[src/rtl/cpu_pipe_pkg.sv]
// Shared pipeline definitions for the hazard control unit: register address
// width, hazard FSM encoding, the shadow-stage record and the timeout counter.
package cpu_pipe_pkg;

  localparam int REG_AW              = 5;
  localparam int MEM_TIMEOUT_DEFAULT = 255;
  localparam int TMO_W               = 8;

  typedef enum logic {
    RUN      = 1'b0,
    MEM_WAIT = 1'b1
  } hz_state_e;

  // What the hazard logic needs to remember about an in-flight instruction.
  typedef struct packed {
    logic              valid;
    logic [REG_AW-1:0] dest;
    logic              w_en;
    logic              load;
  } shadow_t;

  // Wait-cycle counter increment that parks at all-ones instead of wrapping.
  function automatic logic [TMO_W-1:0] sat_inc(input logic [TMO_W-1:0] v);
    return (v == {TMO_W{1'b1}}) ? v : v + {{(TMO_W-1){1'b0}}, 1'b1};
  endfunction

endpackage

[src/rtl/hazard_ctrl_unit_shadow_stage.sv]
// One shadow pipeline stage: tracks valid/dest/w_en/load of the instruction
// occupying the matching real stage. hold keeps the current contents; bubble
// captures the incoming slot as an invalid entry.
module hazard_shadow_stage
  import cpu_pipe_pkg::*;
(
  input  logic    clk,
  input  logic    rst,
  input  logic    hold,
  input  logic    bubble,
  input  shadow_t d,
  output shadow_t q
);

  shadow_t stage_d;
  shadow_t stage_q;

  // Next contents: hold, advance, or advance as a bubble.
  always_comb begin
    // NOTE: default first so every path assigns stage_d and no latch is inferred.
    stage_d = stage_q;
    if (!hold) begin
      stage_d = d;
      if (bubble) stage_d.valid = 1'b0;
    end
  end

  // Stage register; reset leaves an empty (invalid) slot.
  always_ff @(posedge clk or posedge rst) begin
    // NOTE: non-blocking assignment so all stages sample the pre-edge values.
    if (rst) stage_q <= '0;
    else     stage_q <= stage_d;
  end

  assign q = stage_q;

endmodule

[src/rtl/hazard_ctrl_unit.sv]
// Hazard control unit for the 5-stage MIPS pipeline. Shadows EX/MEM/WB
// destination info and produces same-cycle stall/flush/freeze controls for
// load-use hazards, taken-branch redirects and data-memory waits, plus a
// sticky memory-timeout flag.
// Optional build macro HAZARD_PERF_CNT_EN adds three 32-bit event counters.
module hazard_ctrl_unit #(
  parameter int REG_AW      = cpu_pipe_pkg::REG_AW,
  parameter int MEM_TIMEOUT = cpu_pipe_pkg::MEM_TIMEOUT_DEFAULT
) (
  input  logic              clk,
  input  logic              rst,
  input  logic              id_valid,
  input  logic [REG_AW-1:0] id_rs,
  input  logic [REG_AW-1:0] id_rt,
  input  logic              id_uses_rs,
  input  logic              id_uses_rt,
  input  logic [REG_AW-1:0] id_reg_dest,
  input  logic              id_reg_w_en,
  input  logic              id_is_load,
  input  logic              branch_taken_exe,
  input  logic              mem_busy,
  output logic              stall_pc,
  output logic              stall_ifid,
  output logic              flush_ifid,
  output logic              flush_idex,
  output logic              freeze_all,
  output logic              mem_timeout
`ifdef HAZARD_PERF_CNT_EN
  ,
  output logic [31:0]       perf_load_stalls,
  output logic [31:0]       perf_redirects,
  output logic [31:0]       perf_mem_wait_cycles
`endif
);

  import cpu_pipe_pkg::*;

  localparam logic [TMO_W-1:0] TMO_LIMIT = MEM_TIMEOUT[TMO_W-1:0];

  hz_state_e        state_d, state_q;
  logic [TMO_W-1:0] cnt_d, cnt_q;
  logic             tmo_d, tmo_q;

  shadow_t ex_in, ex_q, mem_q, wb_q;
  logic    redirect, load_use, ex_bubble;
  logic    wb_unused;

  // Instruction leaving ID, as the EX shadow will capture it.
  assign ex_in = '{valid: id_valid, dest: id_reg_dest, w_en: id_reg_w_en, load: id_is_load};

  // A busy memory freezes in either state; MEM_WAIT with mem_busy low acts as RUN.
  always_comb begin
    redirect = !mem_busy && branch_taken_exe && ex_q.valid;
    load_use = !mem_busy && !redirect && ex_q.valid && ex_q.load && ex_q.w_en &&
               (ex_q.dest != '0) && id_valid &&
               ((id_uses_rs && (id_rs == ex_q.dest)) ||
                (id_uses_rt && (id_rt == ex_q.dest)));
    ex_bubble = redirect || load_use;
  end

  // Pipeline control outputs, forced low while reset is asserted.
  always_comb begin
    stall_pc    = !rst && (mem_busy || load_use);
    stall_ifid  = !rst && (mem_busy || load_use);
    flush_ifid  = !rst && redirect;
    flush_idex  = !rst && ex_bubble;
    freeze_all  = !rst && mem_busy;
    mem_timeout = tmo_q;
  end

  hazard_shadow_stage u_ex (
    .clk(clk), .rst(rst), .hold(mem_busy), .bubble(ex_bubble), .d(ex_in), .q(ex_q)
  );
  hazard_shadow_stage u_mem (
    .clk(clk), .rst(rst), .hold(mem_busy), .bubble(1'b0), .d(ex_q), .q(mem_q)
  );
  hazard_shadow_stage u_wb (
    .clk(clk), .rst(rst), .hold(mem_busy), .bubble(1'b0), .d(mem_q), .q(wb_q)
  );

  // WB shadow completes the pipeline picture; no hazard decision reads it.
  assign wb_unused = ^wb_q;

  // Wait FSM next state, consecutive-busy counter and sticky timeout flag.
  always_comb begin
    state_d = state_q;
    cnt_d   = cnt_q;
    tmo_d   = tmo_q;
    case (state_q)
      RUN: begin
        if (mem_busy) begin
          state_d = MEM_WAIT;
          cnt_d   = {{(TMO_W-1){1'b0}}, 1'b1};
        end
      end
      MEM_WAIT: begin
        if (mem_busy) begin
          cnt_d = sat_inc(cnt_q);
        end else begin
          state_d = RUN;
          cnt_d   = '0;
        end
      end
      default: begin
        state_d = RUN;
        cnt_d   = '0;
      end
    endcase
    if (mem_busy && (cnt_d == TMO_LIMIT)) tmo_d = 1'b1;
  end

  // FSM, counter and flag registers.
  always_ff @(posedge clk or posedge rst) begin
    if (rst) begin
      state_q <= RUN;
      cnt_q   <= '0;
      tmo_q   <= 1'b0;
    end else begin
      state_q <= state_d;
      cnt_q   <= cnt_d;
      tmo_q   <= tmo_d;
    end
  end

`ifdef HAZARD_PERF_CNT_EN
  logic [31:0] perf_ld_d, perf_ld_q, perf_rd_d, perf_rd_q, perf_mw_d, perf_mw_q;

  // Event counters, one increment per cycle the event drives the outputs.
  always_comb begin
    perf_ld_d = perf_ld_q + {31'd0, load_use};
    perf_rd_d = perf_rd_q + {31'd0, redirect};
    perf_mw_d = perf_mw_q + {31'd0, mem_busy};
  end

  // Event counter registers, wrapping at 2^32.
  always_ff @(posedge clk or posedge rst) begin
    if (rst) begin
      perf_ld_q <= '0;
      perf_rd_q <= '0;
      perf_mw_q <= '0;
    end else begin
      perf_ld_q <= perf_ld_d;
      perf_rd_q <= perf_rd_d;
      perf_mw_q <= perf_mw_d;
    end
  end

  assign perf_load_stalls     = perf_ld_q;
  assign perf_redirects       = perf_rd_q;
  assign perf_mem_wait_cycles = perf_mw_q;
`endif

endmodule

[config.mk]
export PLATFORM = sky130hd
export DESIGN_NAME = hazard_ctrl_unit
export DESIGN_NICKNAME = d
export VERILOG_FILES = /design/src/rtl/cpu_pipe_pkg.sv /design/src/rtl/hazard_ctrl_unit_shadow_stage.sv /design/src/rtl/hazard_ctrl_unit.sv
export SDC_FILE = /design/constraint.sdc
export NUM_CORES = 1
export LEC_CHECK = 0
export BUFFER_PORTS_ARGS = -buffer_cell sky130_fd_sc_hd__buf_2
export CORE_ASPECT_RATIO = 0.8
export CORE_MARGIN = 8
export CORE_UTILIZATION = 45
export DETAILED_ROUTE_END_ITERATION = 10
export PLACE_DENSITY = 0.8
export SLEW_MARGIN = 20
export SYNTH_ARGS = -nofsm -noshare
export SYNTH_HDL_FRONTEND = slang
export SYNTH_SLANG_ARGS = --single-unit
[constraint.sdc]
create_clock -name clk -period 2.6 [get_ports clk]
set_input_delay 0.26 -clock clk [delete_from_list [all_inputs] [get_ports clk]]
set_output_delay 0.26 -clock clk [all_outputs]
set_load 0.01 [all_outputs]
Yosys cells after proc, flatten, opt, wreduce, memory -nomap -nowiden
Cells that the tools add are included.
W data, S select, Z words.
{"block": "totals", "ff_bits": 18, "latchBits": 0, "ram_bits": 0, "romBits": 0, "inputBits": 24, "out_inout_bits": 6, "wordCells": 42, "n_memories": 0}
{"block": "classes", "add_sub_neg": 1, "multipliers": 0, "div": 0, "magnitude_cmp": 0, "n_eq_ne": 4, "n_shift": 0, "mux": 6, "bitwise_logic": 1, "reduce_logical": 23}
{"op": "$mux W8", "n": 3}
{"op": "$eq A8 B8 Y1 const B", "n": 2}
{"op": "$logic_and A1 B1 Y1", "n": 16}
{"op": "$pmux W8 S2", "n": 1}
{"op": "$eq A5 B5 Y1", "n": 2}
{"op": "$add A8 B1 Y8 const B", "n": 1}
{"op": "$reduce_bool A5 Y1", "n": 1}
{"op": "$logic_not A1 Y1", "n": 3}
{"op": "$logic_or A1 B1 Y1", "n": 3}
{"op": "$mux W1", "n": 2}
{"op": "$not A1 Y1", "n": 1}

Logic depth before layout (Yosys ltp)
Gate-level depths: netlist (run 1).
{"block": "depth", "ltp_word": 13, "ltp_mapped": 6, "ltp_nobuf": 6}

Hierarchy
Synthesis (run 1) repeated with hierarchy kept, for this count alone.
{"block": "unflattened", "cells_unflattened": 109, "hier_area_um2": 1103.6}
{"mod": "hazard_ctrl_unit", "n_inst": 1, "cells_each": 89, "area_per_inst_um2": 768.2, "seq_area_each_um2": 250.2}
{"mod": "hazard_shadow_stage", "n_inst": 1, "cells_each": 20, "area_per_inst_um2": 335.3, "seq_area_each_um2": 200.2}

Worst setup path after synthesis (run 1)
OpenSTA, ideal clock, no wires.
{"block": "synth_path", "kind": "flip-flop to output port", "startpoint": "register u_ex.stage_q, in the netlist u_ex.q[3]", "endpoint": "output port stall_pc", "t_arrival_ns": 1.675, "required_ns": 2.340, "slack_ns": 0.665, "path_stages_with_launch": 7, "path_cell_list": "dfrtp_1 xor2_1 nor4_1 nand3_1 a211o_1 a21oi_1 buf_4"}
{"block": "synth_via", "elab_chain_cells": 6, "elab_cells_between_ends": 11, "cone_classes": "eq/ne: 2; reduce/logical: 9"}
{"item": "start: declaration", "line_no": "hazard_ctrl_unit_shadow_stage.sv:16", "rtl": "shadow_t stage_q;"}
{"item": "start signal: assignment", "line_no": "hazard_ctrl_unit_shadow_stage.sv:32", "rtl": "else stage_q <= stage_d;"}
{"item": "$eq A5 B5 Y1 (tied with other cells)", "line_no": "hazard_ctrl_unit.sv:56", "rtl": "((id_uses_rs && (id_rs == ex_q.dest)) ||"}
{"item": "$logic_and A1 B1 Y1, on equally long branches", "line_no": "hazard_ctrl_unit.sv:56, hazard_ctrl_unit.sv:54, hazard_ctrl_unit.sv:57"}
{"item": "$logic_or A1 B1 Y1 / $logic_and A1 B1 Y1 (equally long branches)", "line_no": "hazard_ctrl_unit.sv:56, hazard_ctrl_unit.sv:55"}
{"item": "$logic_and A1 B1 Y1 (*)", "line_no": "hazard_ctrl_unit.sv:55", "rtl": "(ex_q.dest != '0) && id_valid &&"}
{"item": "$logic_or A1 B1 Y1 (*)"}
{"item": "$logic_and A1 B1 Y1 (*)"}
{"item": "end: declaration", "line_no": "hazard_ctrl_unit.sv:22", "rtl": "output logic stall_pc,"}
Mark *: on every way between the ends. The rest lies on a longest branch, timed or not.

Worst setup path after layout (run 1)
{"block": "layout_path", "startpoint": "register u_ex.stage_q, in the netlist u_ex.q[3]", "endpoint": "output port stall_ifid"}
{"block": "layout_via", "elab_chain_cells": 6, "elab_cells_between_ends": 11, "cone_classes": "eq/ne: 2; reduce/logical: 9"}
{"item": "$eq A5 B5 Y1 (tied with other cells)", "line_no": "hazard_ctrl_unit.sv:56"}
{"item": "$logic_and A1 B1 Y1, on equally long branches", "line_no": "hazard_ctrl_unit.sv:56, hazard_ctrl_unit.sv:54, hazard_ctrl_unit.sv:57"}
{"item": "$logic_or A1 B1 Y1 / $logic_and A1 B1 Y1 (equally long branches)", "line_no": "hazard_ctrl_unit.sv:56, hazard_ctrl_unit.sv:55"}
{"item": "$logic_and A1 B1 Y1 (*)", "line_no": "hazard_ctrl_unit.sv:55"}
{"item": "$logic_or A1 B1 Y1 (*)", "line_no": "hazard_ctrl_unit.sv:64", "rtl": "stall_ifid = !rst && (mem_busy || load_use);"}
{"item": "$logic_and A1 B1 Y1 (*)", "line_no": "hazard_ctrl_unit.sv:64"}
{"item": "end: declaration", "line_no": "hazard_ctrl_unit.sv:23", "rtl": "output logic stall_ifid,"}
Marked as above.

==> results of run 1 <==
## cell usage after synthesis
master     number
and4b_1         1
ha_1            1
o22ai_1         1
mux2_2          7
a21boi_1        1
a21oi_1         2
xnor2_1         2
a211o_1         1
o211ai_1        1
mux2i_1         2
buf_4           1
a41o_1          2
dfrtp_1        18
o21ai_0         7
nand2b_1        1
nand3_1         5
nand4_2         1
nor4_1          3
or4_1           1
a22o_1          1
o211a_1         1
o21bai_1        1
nor3_1          1
a221o_1         1
a2bb2oi_1       1
nand4_1         1
inv_1           4
a31oi_1         1
a41oi_1         1
xor2_1          9
o32ai_1         2
or2_2           1
clkbuf_1        2
nand4b_1        1
and3_1          2
nor2_1          8
and2_1          3
nand2_1         7
## power groups by stage
stage | Clock, mW | Sequential, mW | Combinational [mW]
after global routing | 0.192 | 0.323 | 0.112
after detailed placement | 0 | 0.326 | 0.100
after CTS | 0.177 | 0.320 | 0.101
after floorplan | 0 | 0.319 | 0.0648
final | 0.171 | 0.321 | 0.0998
after global placement | 0 | 0.323 | 0.0943
## sequential cells by signal (all words and copies together) (netlist names)
register and cells:
u_ex.q 8, mem_timeout 1, cnt_q 8, state_q 1
## metrics by stage
stage / power (mW) / util, % / std cells / hold slack [ps]
global placement: 0.4173 / 55.38 / 157 / 417.6
detailed placement: 0.4263 / 55.38 / 157 / 444.4
CTS: 0.5979 / 57.04 / 161 / 110.9
finish: 0.5919 / 57.04 / 161 / 88.42
global route: 0.6269 / 57.04 / 161 / 158.5
floorplan: 0.3838 / - / 106 / 198.6
## routing by layer
| metal | wire, um | part of all wire, % | vias up |
|---|---|---|---|
| li1 | - | - | 452 |
| met1 | 1141 | 43 | 471 |
| met2 | 1316 | 49 | 31 |
| met3 | 210 | 7.8 | 2 |
| met4 | 11 | 0.41 | 0 |
| met5 | 0 | 0 | - |
## worst max-delay path, cell delays in order, from the launching register on
cell and delay (ps):
dfrtp_1 430, xor2_1 170, nor4_1 330, nand3_1 120
a211o_1 340, a21oi_1 180, buf_2 160
## cell families after synthesis
kind of cell	share of synthesized area [%]
simple gates	18.39
mux	9.372
fa+ha+maj	1.186
buf+inv	2.847
compound gates	16.37
xor+xnor	9.135
flops	42.70
## layout by cell type (no fill, tap or decap), types with 2 or more instances in the layout
cell,instances
mux2i_1,2
mux2_2,7
and2_1,3
nand3_1,5
o21ai_0,7
a41o_1,2
buf_2,29
o32ai_1,2
xnor2_1,2
inv_1,4
clkbuf_4,3
nor4_1,3
nand2_1,7
nor2_1,8
dfrtp_1,18
xor2_1,9
and3_1,2
a21oi_1,2
## worst paths after layout
| path | slack, ps | end | from |
|---|---|---|---|
| worst min-delay path | 90 | u_ex.q[0] | rst |
| min in group clk | 190 | u_ex.q[2] | id_reg_dest[0] |
| worst max-delay path | 330 | stall_ifid | u_ex.q[3] |
| worst max register to register | 640 | mem_timeout | cnt_q[0] |
| max in group asynchronous | 2060 | cnt_q[2] | rst |
| worst min register to register | 480 | mem_timeout | mem_timeout |
## final cells by class
type	instances	area [um2]	area share [%]
sequential	18	450.4	35.96
multi-input combinational	81	574.3	45.85
tap	25	31.28	2.498
timing repair buffer	29	145.1	11.59
inverter	4	15.01	1.199
clock buffer	4	36.28	2.897
==> impl_metrics.toml, run 1 <==
[drt]
num_vias = 956
drt.antenna.violating_nets = 0
drt-pass1-iter-count = 4
drt-total-wl_mm = 2.680
drtIter0Drc = 37
route.detailed.vias_per_inst = 5.938
drcViolationCount = 0
wl_per_cell_um = 16.65

[timing]
setup_viol = 0
rsz0062_at_grt = "no"
fmax_ghz = 0.4400
hold_viol = 0
relSlewSlack_pct = 53.92
clock_skew_ps = 10.05
setup_tns_ps = 0
post-route-period-util_pct = 87.41
slew_violations = 0
tightest_slew_ps = 690.4
fin_crit_ps = 2273
final.setup.worst_slack_ps = 327.3

[layout]
drive_gt1_share_pct = 30.88
layout.nets = 162
final_cell_area_um2 = 1252
area_growth_syn_to_layout_pct = 18.74
n_fill_cell = 198
diodes = 0

[global_routing]
grtUsageMet1_pct = 14.51
grt-ovfl-total = 0
grt_util_met2_pct = 23.67
grt_pass1_wl_mm = 4.505
busiest_layer = "met2"
grtUsageMet3_pct = 5.360
gr-usage-all-layers_pct = 13.31
grt_max_degree = 19
antenna_found_initial = 0
grt_pass1_vias = 1013

[yosys]
yosys_warnings = 0
yosys.area.top_type_share_pct = 42.70
netlist_area_um2 = 1055
synth_cells = 106
synth.top_cells.by_area = "dfrtp_1 43%, mux2_2 7.5%, xor2_1 7.5%"
ys_ff_latch = 18
synth_fp_nets = 131
yosysSeqAreaShare_pct = 42.70
postSynthAreaPerCell_um2 = 9.951
yosysUniqueCellTypes = 38
yosysTopAreaCell = "dfrtp_1"

[placement]
place_ws_ps = 661.0
gp_congestion = 0.8408
placed_area_um2 = 1216
io_buffers = 29
hpwl_mm = 2.119

[cts]
htree_num_levels = 1
post_cts_resized = 0
ctsHoldBuffers = 0
clk-insertion-delay-late_ps = 300
cts_buffer_depth = 2
postCtsSetupBuffers = 0
clk_pin_slew_ps = 110
root_buffer = "clkbuf_4"
cts_tree = "built"
cts.sinks = 18
cts_buffers = 3

[pwr]
p_sw_mw = 0.1588
irDropWorstVdd_uv = 496.0
p_sw_share_pct = 26.83
p_seq_share_pct = 54.2
p_leak_nw = 0.5811
power_frac_comb_pct = 16.9
p_per_area_nw_per_um2 = 472.6
intPower_mw = 0.4331
clkPwrFrac_pct = 28.9

[min_path]
hold_path.class = "input pin to async pin"

[floorplan]
initial_core_util_pct = 48.03
ios = 30
dieArea_um2 = 4159
die_w_um = 70.13
row_count = 15
core-area_um2 = 2196
fp.dieH_um = 59.30

[worst_setup_path]
crit_type = "flip-flop to output port"
path_max_fanout = 4
ff2ff_path_depth = 6
start_kind = "flip-flop"
cp.arrival_ps = 2010
cp-end-kind = "output port"
required_ps = 2340

[job]
max-cap-violations = 0

[outcome]
status = "complete, no violations"
Power figures use the tool's default switching activity.
==> run 2: changes to the inputs <==
Settings changed: MAX_ROUTING_LAYER from default to met4.
==> impl_metrics.toml, run 2 (synthesis gave the netlist of run 1 again) <==
[cts]
post_cts_resized = 0
ctsHoldBuffers = 0
htree_num_levels = 1
cts_buffer_depth = 2
clk_pin_slew_ps = 110
cts_tree = "built"
clk-insertion-delay-late_ps = 300
cts.sinks = 18
root_buffer = "clkbuf_4"
cts_buffers = 3
postCtsSetupBuffers = 0

[worst_setup_path]
required_ps = 2340
start_kind = "flip-flop"
crit_type = "flip-flop to output port"
max_stage_delay_ps = 450
cp-end-kind = "output port"
path_max_fanout = 4
cp.arrival_ps = 2080
crit_chain = "xor2_1 -> nor4_1 -> nand3_1 -> a211o_1 -> a21oi_1 -> buf_2"
cpMaxStageDelayCell = "dfrtp_1"

[layout]
drive_gt1_share_pct = 30.88
diodes = 0
layout.nets = 162
area_growth_syn_to_layout_pct = 18.74
layout_common_cells = "29 x buf_2, 18 x dfrtp_1, 9 x xor2_1, 8 x nor2_1"
fin_util_pct = 57.04
final_common_cell = "buf_2"

[global_routing]
grtUsageMet3_pct = 5.193
grt-ovfl-total = 0
grt_pass1_wl_mm = 4.436
grt_util_met2_pct = 21.46
antenna_found_initial = 0
gr-usage-all-layers_pct = 13.57
grtUsageMet1_pct = 16.11
grt_max_degree = 19
busiest_layer = "met2"
grt_pass1_vias = 958

[timing]
hold_viol = 0
post-route-period-util_pct = 90.09
setup_viol = 0
rsz0062_at_grt = "no"
relSlewSlack_pct = 55.07
fin_crit_ps = 2342
slew_violations = 0
setup_tns_ps = 0
clock_skew_ps = 18.01
tightest_slew_ps = 673.2
fmax_ghz = 0.4269

[pwr]
p_per_area_nw_per_um2 = 471.6
power_frac_comb_pct = 16.5
p_leak_nw = 0.5811
intPower_mw = 0.4328
irDropWorstVdd_uv = 400.0
p_sw_share_pct = 26.71
p_seq_share_pct = 54.2
clkPwrFrac_pct = 29.3
p_sw_mw = 0.1578

[floorplan]
die_w_um = 70.13
row_count = 15
fp.dieH_um = 59.30
initial_core_util_pct = 48.03
core-area_um2 = 2196
dieArea_um2 = 4159
ios = 30

[job]
max-cap-violations = 0

[drt]
num_vias = 973
drt-total-wl_mm = 2.546
drtIter0Drc = 53
drt-pass1-iter-count = 4
route.detailed.vias_per_inst = 6.043
wl_per_cell_um = 15.81
drt.antenna.violating_nets = 0
drcViolationCount = 0

[min_path]
hold_path.class = "input pin to async pin"

[placement]
io_buffers = 29
gp_congestion = 0.8317
hpwl_mm = 1.950

[outcome]
status = "complete, no violations"
run 2: worst paths after layout:
path	from	end	slack (ps)	cells after the start
min	rst	u_ex.q[2]	70	2
min reg2reg	mem_timeout	mem_timeout	470	1
max in group asynchronous	rst	cnt_q[1]	2080	2
max reg2reg	cnt_q[0]	mem_timeout	660	6
max	u_ex.q[6]	stall_pc	260	6
min in group clk	id_is_load	u_ex.q[0]	180	2
run 2: power groups by stage:
stage	combinational [mW]	clock [mW]	sequential [mW]
global route	0.110	0.193	0.323
global placement	0.0945	0	0.323
finish	0.0974	0.173	0.320
detailed placement	0.0976	0	0.325
floorplan	0.0648	0	0.319
CTS	0.0981	0.182	0.319
run 2: stage by stage:
step	std cells	power, mW	hold WS (ps)	instance area, um2	setup slack [ps]
2_1_floorplan	106	0.3838	198.6	1055	665.2
3_3_place_gp	157	0.4175	427.1	1216	695.3
3_5_place_dp	157	0.4224	439.6	1216	635.6
4_1_cts	161	0.5997	98.60	1252	278.2
5_1_grt	161	0.6262	155.4	1252	99.76
6_report	161	0.5906	68.23	1252	257.6
run 2: layout make-up:
class                   count  area [um2]
fillers                   208       943.4
multi-input cells          81       574.3
flip-flops and latches     18       450.4
repair buffers             29       145.1
clock buffers               4       36.28
well taps                  25       31.28
inverters                   4       15.01
run 2: layer usage:
metal / vias to the layer above / share of wire, %
met5: - / 0
met4: 0 / 0.47
met3: 2 / 8.6
met2: 40 / 47
met1: 478 / 44
li1: 453 / -
run 2: worst max-delay path: cells and delay by family (launching register included):
kind,cells,cell delay [ps]
buf+inv,1,150
xor+xnor,1,180
flops,1,450
simple gates,2,480
compound gates,2,520
==> run 3: changes to the inputs <==
Settings changed: CAP_MARGIN from default to 20, CTS_BUF_LIST from default to sky130_fd_sc_hd__clkbuf_16.
==> impl_metrics.toml, run 3 (synthesis gave the netlist of run 1 again) <==
[worst_setup_path]
r2r-start = "cnt_q[0]"
reg2reg_to = "mem_timeout"
cp.arrival_ps = 2010
crit_chain = "xor2_1 -> nor4_1 -> nand3_1 -> a211o_1 -> a21oi_1 -> buf_2"
ff2ff_path_depth = 6
crit_type = "flip-flop to output port"
cpMaxStageDelayCell = "dfrtp_1"
start_kind = "flip-flop"
ff2ff_setup_slack_ps = 690
cp-end-kind = "output port"
path_max_fanout = 4
max_stage_delay_ps = 430
required_ps = 2340

[timing]
rsz0062_at_grt = "no"
fin_crit_ps = 2270
tightest_slew_ps = 682.8
setup_viol = 0
hold_ws_ps = 144.8
fmax_ghz = 0.4405
relSlewSlack_pct = 54.43
clock_skew_ps = 2.727
slew_violations = 0
final.setup.worst_slack_ps = 330.0
hold_viol = 0
post-route-period-util_pct = 87.31
setup_tns_ps = 0

[drt]
drtIter0Drc = 43
drcViolationCount = 0
drt-pass1-iter-count = 4
wl_per_cell_um = 15.83
num_vias = 975
drt.antenna.violating_nets = 0
route.detailed.vias_per_inst = 6.056
drt-total-wl_mm = 2.549

[floorplan]
ios = 30
row_count = 15
fp.dieH_um = 59.30
die_w_um = 70.13
core-area_um2 = 2196
initial_core_util_pct = 48.03
dieArea_um2 = 4159

[pwr]
irDropWorstVdd_uv = 504.9
p_leak_nw = 0.5986
p_per_area_nw_per_um2 = 557.3

[cts]
cts_buffer_depth = 2
root_buffer = "clkbuf_16"
cts.sinks = 18
clk-insertion-delay-late_ps = 250
post_cts_resized = 0
cts_tree = "built"
clk_pin_slew_ps = 50
cts_buffers = 3
postCtsSetupBuffers = 0
htree_num_levels = 1
ctsHoldBuffers = 0

[layout]
drive_gt1_share_pct = 30.15
final_cell_area_um2 = 1295
diodes = 0
layout.nets = 162
final_common_cell = "buf_2"
layout_common_cells = "29 x buf_2, 18 x dfrtp_1, 9 x xor2_1, 8 x nor2_1"
area_growth_syn_to_layout_pct = 22.78

[global_routing]
grt-ovfl-total = 0
gr-usage-all-layers_pct = 13.46
antenna_found_initial = 0
grt_pass1_wl_mm = 4.436
grt_max_degree = 19
grt_pass1_vias = 940

[placement]
place_ws_ps = 635.6
gp_congestion = 0.8317
io_buffers = 29
hpwl_mm = 1.950
placed_area_um2 = 1216

[outcome]
status = "complete, no violations"

[min_path]
hold_path.class = "input pin to async pin"

[job]
max-cap-violations = 0
run 3: cell count changes in the layout (fill, tap and decap cells not counted), sizes merged:
cell,previous run,this run
clkbuf,4,3
clkinv,0,1
run 3: routing by layer:
metal / vias to the layer above / share of wire (%) / track usage (%) / wire length [um]
met3: 4 / 9.7 / 5.863 / 248
met5: - / 0 / - / 0
met2: 44 / 47 / 21.33 / 1196
met4: 0 / 0.47 / 1.143 / 12
met1: 476 / 43 / 16.21 / 1092
li1: 451 / - / - / -
run 3: layout make-up:
| type | count | area, um2 |
|---|---|---|
| Tap cell | 25 | 31.28 |
| Inverter | 4 | 15.01 |
| Fill cell | 201 | 900.9 |
| Clock inverter | 1 | 3.754 |
| Timing Repair Buffer | 29 | 145.1 |
| Multi-Input combinational cell | 81 | 574.3 |
| Clock buffer | 3 | 75.07 |
| Sequential cell | 18 | 450.4 |
run 3: how the worst max path moves through the flow:
stage,from,slack [ps],to,depth (start not counted)
6_report,u_ex.q[6],330,stall_pc,6
5_1_grt,u_ex.q[3],180,stall_pc,6
4_1_cts,u_ex.q[6],340,stall_pc,6
3_5_place_dp,u_ex.q[3],640,stall_pc,6
3_3_place_gp,u_ex.q[3],700,stall_pc,6
2_1_floorplan,u_ex.q[3],670,stall_pc,6
run 3: critical path, delay by kind of cell, from the launching register on:
family                 cells  cell delay (ps)
XOR/XNOR                   1              180
buffers and inverters      1              150
AND/OR/NAND/NOR            2              470
AO/OA/AOI/OAI              2              520
flip-flops                 1              430
run 3: stage by stage:
stage / total power [mW] / cells / utilization [%]
floorplan: 0.3838 / 106 / -
global placement: 0.4175 / 157 / 55.38
detailed placement: 0.4224 / 157 / 55.38
CTS: 0.7346 / 161 / 58.97
global route: 0.7604 / 161 / 58.97
finish: 0.7217 / 161 / 58.97
run 3: report_power, final:
group          leakage (nW)  internal [mW]  total (mW)  switching [mW]
combinational         0.332         0.0504      0.0976          0.0471
sequential            0.228          0.298       0.321          0.0232
clock                0.0385          0.204       0.303          0.0987
total                 0.599          0.553       0.722           0.169
